===== src/rtl/booth_pkg.sv =====
// Shared command type between the Booth multiplier control FSM and its datapath.
package booth_pkg;

    // One command word per cycle from the FSM; add_sub selects add (1) or subtract (0).
    typedef struct packed {
        logic load_A;
        logic load_B;
        logic load_add;
        logic shift_HQ_LQ_Q_1;
        logic add_sub;
    } mult_control_t;

endpackage


===== src/rtl/booth_datapath.sv =====
// Radix-2 Booth multiplier datapath: multiplicand M, accumulator HQ (with guard
// bit), multiplier/low-product LQ, Booth extra bit q1 and a shift counter.
// Executes one mult_control_t command per cycle and reports Q_0/Q_1/Z back to
// the control FSM. The signed 2N-bit product is {HQ[N-1:0], LQ}.
module booth_datapath
    import booth_pkg::*;
#(
    parameter int N = 8
) (
    input  logic              clk,
    input  logic              rst,
    input  logic [N-1:0]      A_in,
    input  logic [N-1:0]      B_in,
    input  mult_control_t     mult_control,
    output logic              Q_0,
    output logic              Q_1,
    output logic              Z,
    output logic [2*N-1:0]    product,
    output logic              product_valid,
    output logic              protocol_err
);

    localparam int CW = $clog2(N + 1);

    logic [N-1:0]  m_q,    m_d;
    logic [N:0]    hq_q,   hq_d;
    logic [N-1:0]  lq_q,   lq_d;
    logic          q1_q,   q1_d;
    logic [CW-1:0] cnt_q,  cnt_d;
    logic          pv_q,   pv_d;
    logic          perr_q, perr_d;

    // Sign-extended multiplicand; the extra bit keeps HQ - (-2^(N-1)) in range.
    logic [N:0] m_ext;
    assign m_ext = {m_q[N-1], m_q};

    // Next-state decode: load_B wins over add/shift, add wins over shift.
    always_comb begin
        // NOTE: every _d gets its hold value first so no path leaves it unassigned (no latch).
        m_d    = m_q;
        hq_d   = hq_q;
        lq_d   = lq_q;
        q1_d   = q1_q;
        cnt_d  = cnt_q;
        pv_d   = pv_q;
        perr_d = 1'b0;

        if (mult_control.load_A) begin
            m_d = A_in;
        end

        if (mult_control.load_B) begin
            hq_d  = '0;
            lq_d  = B_in;
            q1_d  = 1'b0;
            cnt_d = CW'(N);
            pv_d  = 1'b0;
        end else if (mult_control.load_add) begin
            hq_d = mult_control.add_sub ? (hq_q + m_ext) : (hq_q - m_ext);
            // Add and shift together is illegal: the shift is dropped.
            if (mult_control.shift_HQ_LQ_Q_1) begin
                perr_d = 1'b1;
            end
        end else if (mult_control.shift_HQ_LQ_Q_1) begin
            if (cnt_q == '0) begin
                // All N shifts already done: ignore and flag.
                perr_d = 1'b1;
            end else begin
                {hq_d, lq_d, q1_d} = {hq_q[N], hq_q, lq_q};
                cnt_d = cnt_q - CW'(1);
                if (cnt_q == CW'(1)) begin
                    pv_d = 1'b1;
                end
            end
        end
    end

    // State registers; asynchronous active-low reset aborts any multiplication.
    always_ff @(posedge clk or negedge rst) begin
        if (!rst) begin
            m_q    <= '0;
            hq_q   <= '0;
            lq_q   <= '0;
            q1_q   <= 1'b0;
            cnt_q  <= '0;
            pv_q   <= 1'b0;
            perr_q <= 1'b0;
        end else begin
            // NOTE: non-blocking so all registers update from the same pre-edge values.
            m_q    <= m_d;
            hq_q   <= hq_d;
            lq_q   <= lq_d;
            q1_q   <= q1_d;
            cnt_q  <= cnt_d;
            pv_q   <= pv_d;
            perr_q <= perr_d;
        end
    end

    assign Q_0           = lq_q[0];
    assign Q_1           = q1_q;
    assign Z             = (cnt_q == '0);
    assign product       = {hq_q[N-1:0], lq_q};
    assign product_valid = pv_q;
    assign protocol_err  = perr_q;

endmodule


===== config.mk =====
export PLATFORM = sky130hd
export DESIGN_NAME = booth_datapath
export DESIGN_NICKNAME = d
export VERILOG_FILES = /design/src/rtl/booth_pkg.sv /design/src/rtl/booth_datapath.sv
export SDC_FILE = /design/constraint.sdc
export NUM_CORES = 1
export LEC_CHECK = 0
export BUFFER_PORTS_ARGS = -buffer_cell sky130_fd_sc_hd__buf_2
export CAP_MARGIN = 0
export CORE_MARGIN = 2
export CORE_UTILIZATION = 40
export DETAILED_ROUTE_END_ITERATION = 10
export PLACE_DENSITY = 0.75
export REMOVE_ABC_BUFFERS = 1
export SETUP_SLACK_MARGIN = 0.3
export SYNTH_ARGS = -nofsm -noshare
export SYNTH_HDL_FRONTEND = slang
export SYNTH_SLANG_ARGS = --single-unit

===== constraint.sdc =====
create_clock -name clk -period 2.5 [get_ports clk]
set_clock_uncertainty 0.2 [all_clocks]
set_input_delay 0.375 -clock clk [delete_from_list [all_inputs] [get_ports clk]]
set_output_delay 0.375 -clock clk [all_outputs]
set_load 0.02 [all_outputs]

==> flow_results.org, run 1 <==
** Outcome
- The run finished, with violations left.
- The final reports fail on setup timing.

** Synth
- The Yosys step of the flow raised 0 warnings.
- Most frequently used flop master after synthesis :: sky130_fd_sc_hd__dfrtp_1
- Number of flip-flops and latches in the synthesized netlist :: 32
- sky130_fd_sc_hd__dfrtp_1 takes more of the synthesized area than any other cell.
- After synthesis, the cell types taking the most area are sky130_fd_sc_hd__dfrtp_1 39%, sky130_fd_sc_hd__mux2i_1 7.8%, sky130_fd_sc_hd__ha_1 7.3%.
- After synthesis, the share of flip-flops with an asynchronous set or reset is 100%.
- Yosys mapped a number of flops with a built-in enable equal to 0.
- Post-synthesis sequential area ratio :: 39.2%
- The mapped netlist covers 2040 sq um.
- Synthesis instantiated 37 different standard cells from the library.
- Synthesized area per cell :: between 9 and 10 sq um
- Area share of the leading cell type in the synthesized netlist :: between 30% and 40%
- Gate count after technology mapping :: about 210

** Clock network
- Insertion delay of the later-clocked pin in the worst-skew pair :: ~0.29 ns
- Number of sinks handled by clock tree synthesis :: 32
- In this run the clock root is driven by a sky130_fd_sc_hd__clkbuf_8.
- Clock Path Buffers :: 2
- Total number of H-tree levels :: 2
- Clock-pin slew was measured on the worst setup and hold paths at 0.07 ns.
- Counting the buffers created by CTS gives 5.
- TritonCTS built the clock tree.

** Global route
- Grt ovf :: 0
- The initial antenna violation count was 0.
- Global routing usage on met1 :: 23.3%
- Global routing consumed, on the met2 layer, approximately 27% of the routing resources.
- Vias in the first global route :: 1,575
- Wire length of the first global-routing pass :: 7520 um
- Met3 track demand over resource in global routing :: around 4.6%
- In the global route stage, overall resource usage came out at roughly 17%.
- The global routing stage identified its most utilized layer as met2.
- Entering global routing, the biggest net connects 33 pins.

** Power
- VDD sags by at most 0.000302 V.
- Static Leak :: 0.00130 uW
- For this design the ratio of total power to cell area is 720 nW/um^2.

** Timing
- Relative slew slack :: 50.8%
- The number of hold violations in the final report was 0.
- Post-route setup slack :: -0.169 ns
- Fmax :: 375 MHz
- Share of the cycle needed by the critical path after routing :: 107%
- Minimum clock period :: 2.67 ns
- Setup repair after global routing could not meet its margin everywhere.
- Setup violations remaining at the end of the flow were counted as 4.
- For the pin with the worst max-slew slack, the measured transition is 0.738 ns.
- Slew Limit Fails :: 0

** Min path
- In this run the worst hold path is classified as input pin to register.
- Worst hold start :: B_in[2]
- The worst hold path was traced through 3 stages.

** Drt
- TritonRoute pass-1 iters :: 5
- Summed over all layers, the routed wires come to ~4800 um.
- # DRC :: 0
- Average vias per placed instance :: 5.14
- In the final routed layout, each cell accounts on average for 14.2 um.
- Detailed Route Iter0 Violations :: 92
- Total vias in the final route :: between 1.5k and 2k
- Post-detailed-route count of antenna-violating nets :: 0

** Cells and area
- 0 antenna diodes ended up in the layout.
- Once layout is complete, the utilization of the core stands at 52.5%.
- Design Area, Final :: 2630 sq um
- In the final layout, the share of cells above drive strength 1 is 37.7%.
- After the last flow step, the layout net total stands at 300.
- Non-filler instance count after layout :: approximately 340
- The filler cells instantiated in the layout total roughly 460.
- P&R area growth vs syn :: 28.8%

** Setup path
- In this run the critical register-to-register path is launched from m_q[1]$_DFFE_PN0P_.
- The largest individual stage delay along the critical path comes from the cell sky130_fd_sc_hd__dfrtp_1.
- Of all nets on the critical path, the largest fanout is 2.
- Start point of the critical path :: m_q[1]$_DFFE_PN0P_
- The critical path is of the register to register type.
- Worst-path cell chain :: inv_2 > ha_4 > mux2_4 > fa_2 > a211oi_4 > o211ai_1 > a211o_1 > and3_1 > o21ba_1
- Required time worst endpoint :: 2.48 ns
- Largest incremental delay on the critical path :: approximately 0.39 ns
- Endpoint type of the worst setup path :: register
- Kind of start point of the critical path :: register
- For the worst setup path, the data arrival time is roughly 2.7 ns.
- The number of cells on the worst reg-to-reg path is 9.

** Place
- Placed cell count :: 321
- PortBufs :: 43
- Placer's final routability congestion estimate :: 0.810
- After detailed placement, the total cell area comes to 2370 sq um.
- Detailed placement ended at an HPWL of approximately 3300 um.

** Floorplan
- Total Die Area :: between 5000 and 6000 sq um
- From left edge to right edge, the die measures between 70 and 80 um.
- Die span in y :: between 70 and 80 um
- Pin placement for this block handled 44 I/O pins.
- After floorplanning, the core was sized to cover 5010 sq um.
- Number of core rows :: 26
- Once the floorplan was initialized, standard cells occupied 40.8% of the core.

** Job
- Max-cap violations in this run came to 0.
## flip-flops by register name, indices dropped and copies added (netlist names)
signal	cells
m_q	8
hq_q	9
protocol_err	1
cnt_q	4
product_valid	1
Q_1	1
lq_q	8
## metal layers
metal	part of all wire, %	vias to the layer above	wire, um
li1	-	830	-
met1	44	845	2100
met2	50	38	2390
met3	4.2	10	200
met4	1.4	0	66
met5	0	-	0
## per-stage QoR
| step | total power (uW) | setup WS, ns | hold WS [ns] | setup TNS, ns |
|---|---|---|---|---|
| final | 1890 | -0.169 | 0.0912 | -0.438 |
| after global routing | 2010 | -0.210 | 0.0970 | -0.652 |
| after CTS | 1860 | -0.202 | 0.0929 | -0.418 |
| after detailed placement | 1280 | -0.241 | 0.280 | -0.464 |
| after global placement | 1260 | -0.146 | 0.269 | -0.249 |
| after floorplan | 1030 | -0.187 | -0.121 | -0.187 |
## kinds of logic after synthesis
kind of cell	synth area share, %
AND/OR/NAND/NOR	12.3
adder cells (fa/ha/maj)	8.33
buffers and inverters	7.41
XOR/XNOR	5.14
AO/OA/AOI/OAI	16.5
multiplexers	11.1
flip-flops	39.2
## area by class of cell
cell class / instances / area (sq um) / area share [%]
multi-input combinational: 149 / 1190 / 45.2
sequential: 32 / 801 / 30.4
timing repair buffer: 68 / 417 / 15.8
tap: 70 / 87.6 / 3.33
clock buffer: 6 / 72.6 / 2.76
clock inverter: 2 / 35.0 / 1.33
inverter: 8 / 30.0 / 1.14
## placed cells by master (no fill, tap or decap), drive strengths merged, types with 4 or more instances in the layout
| master | n |
|---|---|
| nand2 | 15 |
| mux2i | 16 |
| buf | 67 |
| clkbuf | 6 |
| xor2 | 9 |
| nor2 | 21 |
| nor3 | 7 |
| mux2 | 6 |
| inv | 7 |
| a211oi | 8 |
| o21ai | 15 |
| a21oi | 10 |
| a21o | 4 |
| dfrtp | 32 |
| ha | 12 |
## Yosys cell counts, types with 4 or more instances
cell type,number
sky130_fd_sc_hd__inv_1,7
sky130_fd_sc_hd__dfrtp_1,32
sky130_fd_sc_hd__xor2_1,9
sky130_fd_sc_hd__ha_1,12
sky130_fd_sc_hd__a21oi_1,9
sky130_fd_sc_hd__o21ai_0,10
sky130_fd_sc_hd__buf_4,9
sky130_fd_sc_hd__o21ai_1,5
sky130_fd_sc_hd__clkbuf_1,4
sky130_fd_sc_hd__nor3_1,6
sky130_fd_sc_hd__nor2_1,21
sky130_fd_sc_hd__a21o_1,4
sky130_fd_sc_hd__mux2i_1,16
sky130_fd_sc_hd__a211oi_1,7
sky130_fd_sc_hd__nand2_1,15
sky130_fd_sc_hd__mux2_2,6
## repair_timing
item	in CTS	in global routing
pin swaps	13	9
hold buffers	1	0
setup buffers	4	1
hold endpoints to repair	32	0
setup endpoints to repair	7	7
resized for setup	15	8
## worst paths after layout
kind | end | slack (ns)
worst max-delay path | hq_q[8]$_DFFE_PN0P_ | -0.17
worst min-delay path | lq_q[2]$_DFFE_PN0P_ | 0.09
worst max register to register | hq_q[8]$_DFFE_PN0P_ | -0.17
worst min register to register | product_valid$_DFFE_PN0P_ | 0.30
max in group asynchronous | m_q[4]$_DFFE_PN0P_ | 1.13
min in group asynchronous | cnt_q[0]$_DFFE_PN0P_ | 0.50
## where the power goes
group	leakage [uW]	switching (uW)	total [uW]	internal [uW]
registers	0.000401	66.8	644	578
logic	0.000848	395	754	359
clock network	0.0000552	200	496	296
total	0.00130	663	1890	1230
## critical path: cells and delay by family, from the launching register on
family / cells / cell delay [ns]
buffers and inverters: 1 / 0.09
and+or+nand+nor: 1 / 0.15
adders and majority gates: 2 / 0.59
DFF: 1 / 0.39
muxes: 1 / 0.28
AOI/OAI and AO/OA: 4 / 0.87
Note: power is estimated with default switching activity, not from simulation.
==> run 2: changes to the inputs <==
--- a/config.mk
+++ b/config.mk
@@ -16,3 +16,4 @@
 export SYNTH_ARGS = -nofsm -noshare
 export SYNTH_HDL_FRONTEND = slang
 export SYNTH_SLANG_ARGS = --single-unit
+export TNS_END_PERCENT = 50
==> run 2 against run 1 <==
Net effect: combinational power shrank 5.4%; non-clock buffer count shrank 1; clock power is essentially flat; the run still ends with setup timing left; first-iteration DRC count grew 15%; largest cell class unchanged; maximum frequency grew 0.22%; worst hold slack gained 0.0079 ns; largest power group unchanged; sequential cell count is the same; die area is the same; register-to-register slack is essentially flat; final cell count shrank 0.30%; setup slack gained 0.0057 ns.
==> flow_results.org, run 2 (synthesis gave the netlist of run 1 again) <==
** Outcome
- Status :: finished, violations left (unchanged)
- Violated checks: setup timing (unchanged).

** Cells and area
- Net count reported at finish :: 299 (was 300)
- Top Registers :: hq_q: 9 flops, lq_q: 8 flops, m_q: 8 flops (unchanged)
- Register bank with the most flops :: hq_q (unchanged)
- P&R area growth vs syn :: 26.6% (was 28.8%)
- Fraction of final layout cells sized beyond drive strength 1 :: 36.4% (was 37.7%)
- The flip-flop count of the largest register, all copies and words added is 9 (unchanged).
- The commonest non-fill, non-tap cell in the layout is sky130_fd_sc_hd__buf_2 (unchanged).
- The post-route non-filler standard cell count came to 334 (was 335).
- The antenna diode count is 0 (unchanged).
- Layout fillers :: 465 (was 455)
- The combined flip-flop and latch cell area was 801 sq um (unchanged).
- Commonest cells after routing, fill and taps aside :: 43 x sky130_fd_sc_hd__buf_2, 32 x sky130_fd_sc_hd__dfrtp_1, 21 x sky130_fd_sc_hd__buf_4, 20 x sky130_fd_sc_hd__nor2_1, 16 x sky130_fd_sc_hd__mux2i_1 (unchanged)
- The total area of multi-input combinational cells is 1160 sq um (was 1190 sq um).

** Setup path
- Slowest cell on the critical path :: sky130_fd_sc_hd__dfrtp_1 (unchanged)
- Worst Path Arrival :: 2.64 ns (was 2.65 ns)
- Startpoint-to-endpoint class of the critical path :: register to register (unchanged)
- Worst-path fanout max :: 2 (unchanged)
- Kind of start point of the critical path :: register (unchanged)
- The capturing element type of the critical path was a register (unchanged).
- Worst-path cell chain: inv_2 > ha_4 > mux2_4 > fa_2 > a211oi_4 > o211ai_1 > a211o_1 > and3_1 > o21ba_1 (unchanged).
- The peak per-stage delay on the critical path was 0.39 ns (about the same).
- Required time worst endpoint :: 2.47 ns (was 2.48 ns)

** Timing
- Worst Hold Margin :: 0.0990 ns (was 0.0912 ns)
- Setup-violating endpoint count in the final report :: 2 (was 4)
- The setup slack of the critical path after layout is -0.163 ns (was -0.169 ns).
- Share of the cycle needed by the critical path after routing :: 107% (about the same)
- The upper clock frequency limit was 375 MHz (about the same).
- Slew Limit Fails :: 0 (unchanged)
- The transition time at the pin with the least slew margin was 0.743 ns (was 0.738 ns).
- Final count of hold timing violations :: 0 (unchanged)
- The final critical delay including setup and external delays is 2.66 ns (was 2.67 ns).
- Relative slew slack :: 50.5% (was 50.8%)
- RSZ-0062 raised after global routing :: true (unchanged)

** Floorplan
- Die span in y :: 75.5 um (unchanged)
- Number of core rows :: 26 (unchanged)
- The area of the die is 5700 sq um (unchanged).
- Die Wd :: 75.5 um (unchanged)
- Number of top-level pins :: 44 (unchanged)
- Core Area :: 5010 sq um (unchanged)
- The starting utilization of the core area came to 40.8% (unchanged).

** Place
- Detailed placer's ending HPWL :: 3290 um (unchanged)
- PortBufs :: 43 (unchanged)
- Placer's final routability congestion estimate :: 0.810 (unchanged)
- The worst setup slack before clock tree synthesis came to -0.241 ns (unchanged).
- Placed cell count :: 321 (unchanged)

** Clock network
- The number of buffers on the longest clock path was 2 (unchanged).
- The TritonCTS buffer count came to 5 (unchanged).
- Clock-pin transition on the worst setup and hold timing paths :: 0.07 ns (about the same)
- CTS tree :: done (unchanged)
- Clock root cell :: sky130_fd_sc_hd__clkbuf_8 (unchanged)
- Total number of H-tree levels :: 2 (unchanged)
- Insertion delay of the later-clocked pin in the worst-skew pair :: 0.28 ns (was 0.29 ns)
- The clock net sink count is 32 (unchanged).

** Global route
- The global-route wire length before repair is 7500 um (was 7520 um).
- The maximum number of pins on one net before global-route repair is 33 (unchanged).
- Initial antenna violation count :: 0 (unchanged)
- Vias in the first global route :: 1,588 (was 1,575)
- The total overflow reported by the global router was 0 (unchanged).
- Total Routing Usage GR :: 17.1% (was 17.2%)

** Drt
- The total via count after detailed routing is 1,713 (was 1,723).
- Detailed Route Iter0 Violations :: 106 (was 92)
- The count of antenna-violating nets left after detailed routing is 0 (unchanged).
- The number of remaining DRC errors was 0 (unchanged).
- Detailed Route WL :: 4650 um (was 4750 um)
- TritonRoute pass-1 iters :: 4 (was 5)
- Post-detailed-route wirelength per cell :: 13.9 um (was 14.2 um)
- The via-per-instance ratio came to 5.13 (was 5.14).

** Power
- The net load switching power came to 636 uW (was 663 uW).
- The total internal power came to 1210 uW (was 1230 uW).
- The switching power share of the total was 34.4% (was 35.0%).
- The peak supply drop is 0.000294 V (was 0.000302 V).
- The total chip power came to 1850 uW (was 1890 uW).
- The cell area power density came to 715 nW/um^2 (was 720 nW/um^2).
- The clock power share is 26.7% (was 26.2%).
- The share of power burned in registers is 34.8% (was 34.0%).
- Static Leak :: 0.00129 uW (was 0.00130 uW)
- The combinational share of power came to 38.5% (was 39.8%).

** Min path
- Type of the most critical hold path :: input pin to register (unchanged)

** Job
- Max-capacitance violation count :: 0 (unchanged)
==> run 2: worst paths after layout <==
kind,from,to,slack (ns),cells past startpoint
setup / recovery,m_q[1]$_DFFE_PN0P_,hq_q[8]$_DFFE_PN0P_,-0.16,9
hold / removal,B_in[3],lq_q[3]$_DFFE_PN0P_,0.1,3
setup reg to reg,m_q[1]$_DFFE_PN0P_,hq_q[8]$_DFFE_PN0P_,-0.16,9
hold reg to reg,product_valid$_DFFE_PN0P_,product_valid$_DFFE_PN0P_,0.30,2
max in group asynchronous,rst,m_q[4]$_DFFE_PN0P_,1.12,2
min in group asynchronous,rst,cnt_q[3]$_DFFE_PN0P_,0.50,2
==> run 2: layout make-up <==
| class | count | share of cell area (%) |
|---|---|---|
| Multi-Input combinational cell | 149 | 44.7 |
| Sequential cell | 32 | 30.9 |
| Timing Repair Buffer | 67 | 15.7 |
| Tap cell | 70 | 3.38 |
| Clock buffer | 6 | 2.80 |
| Clock inverter | 2 | 1.35 |
| Inverter | 8 | 1.16 |
==> run 2: power groups by stage <==
stage / Sequential, uW / Combinational, uW / Clock [uW]
final: 643 / 713 / 494
after global routing: 652 / 782 / 532
after CTS: 644 / 688 / 502
after detailed placement: 652 / 629 / 0
after global placement: 651 / 606 / 0
after floorplan: 690 / 340 / 0
==> run 2: timing repair <==
action / CTS / global route
hold endpoints to repair: 32 / 0
hold buffers: 1 / 0
setup buffers: 4 / 0
pin swaps: 14 / 7
setup endpoints to repair: 7 / 7
resized for setup: 11 / 6
==> run 2: metal layers <==
metal / wire, um / track usage (%) / part of all wire (%) / up-vias
met1: 2070 / 23.3 / 44 / 832
met2: 2320 / 27.5 / 50 / 46
li1: - / - / - / 828
met4: 25 / 3.70 / 0.54 / 0
met5: 0 / 0 / 0 / -
met3: 234 / 4.63 / 5.0 / 7
==> run 2: per-stage QoR <==
step / area, sq um / TNS, ns / utilization, %
2_1_floorplan: 1920 / -0.187 / -
3_3_place_gp: 2370 / -0.249 / 47.3
3_5_place_dp: 2370 / -0.464 / 47.3
4_1_cts: 2570 / -0.361 / 51.2
5_1_grt: 2590 / -0.557 / 51.6
6_report: 2590 / -0.268 / 51.6
==> run 2: worst max-delay path: cells and delay by family (launching register included) <==
family,cells,cell delay (ns)
AND/OR/NAND/NOR,1,0.15
adder cells (fa/ha/maj),2,0.58
flip-flops,1,0.39
AO/OA/AOI/OAI,4,0.87
multiplexers,1,0.28
buffers and inverters,1,0.09
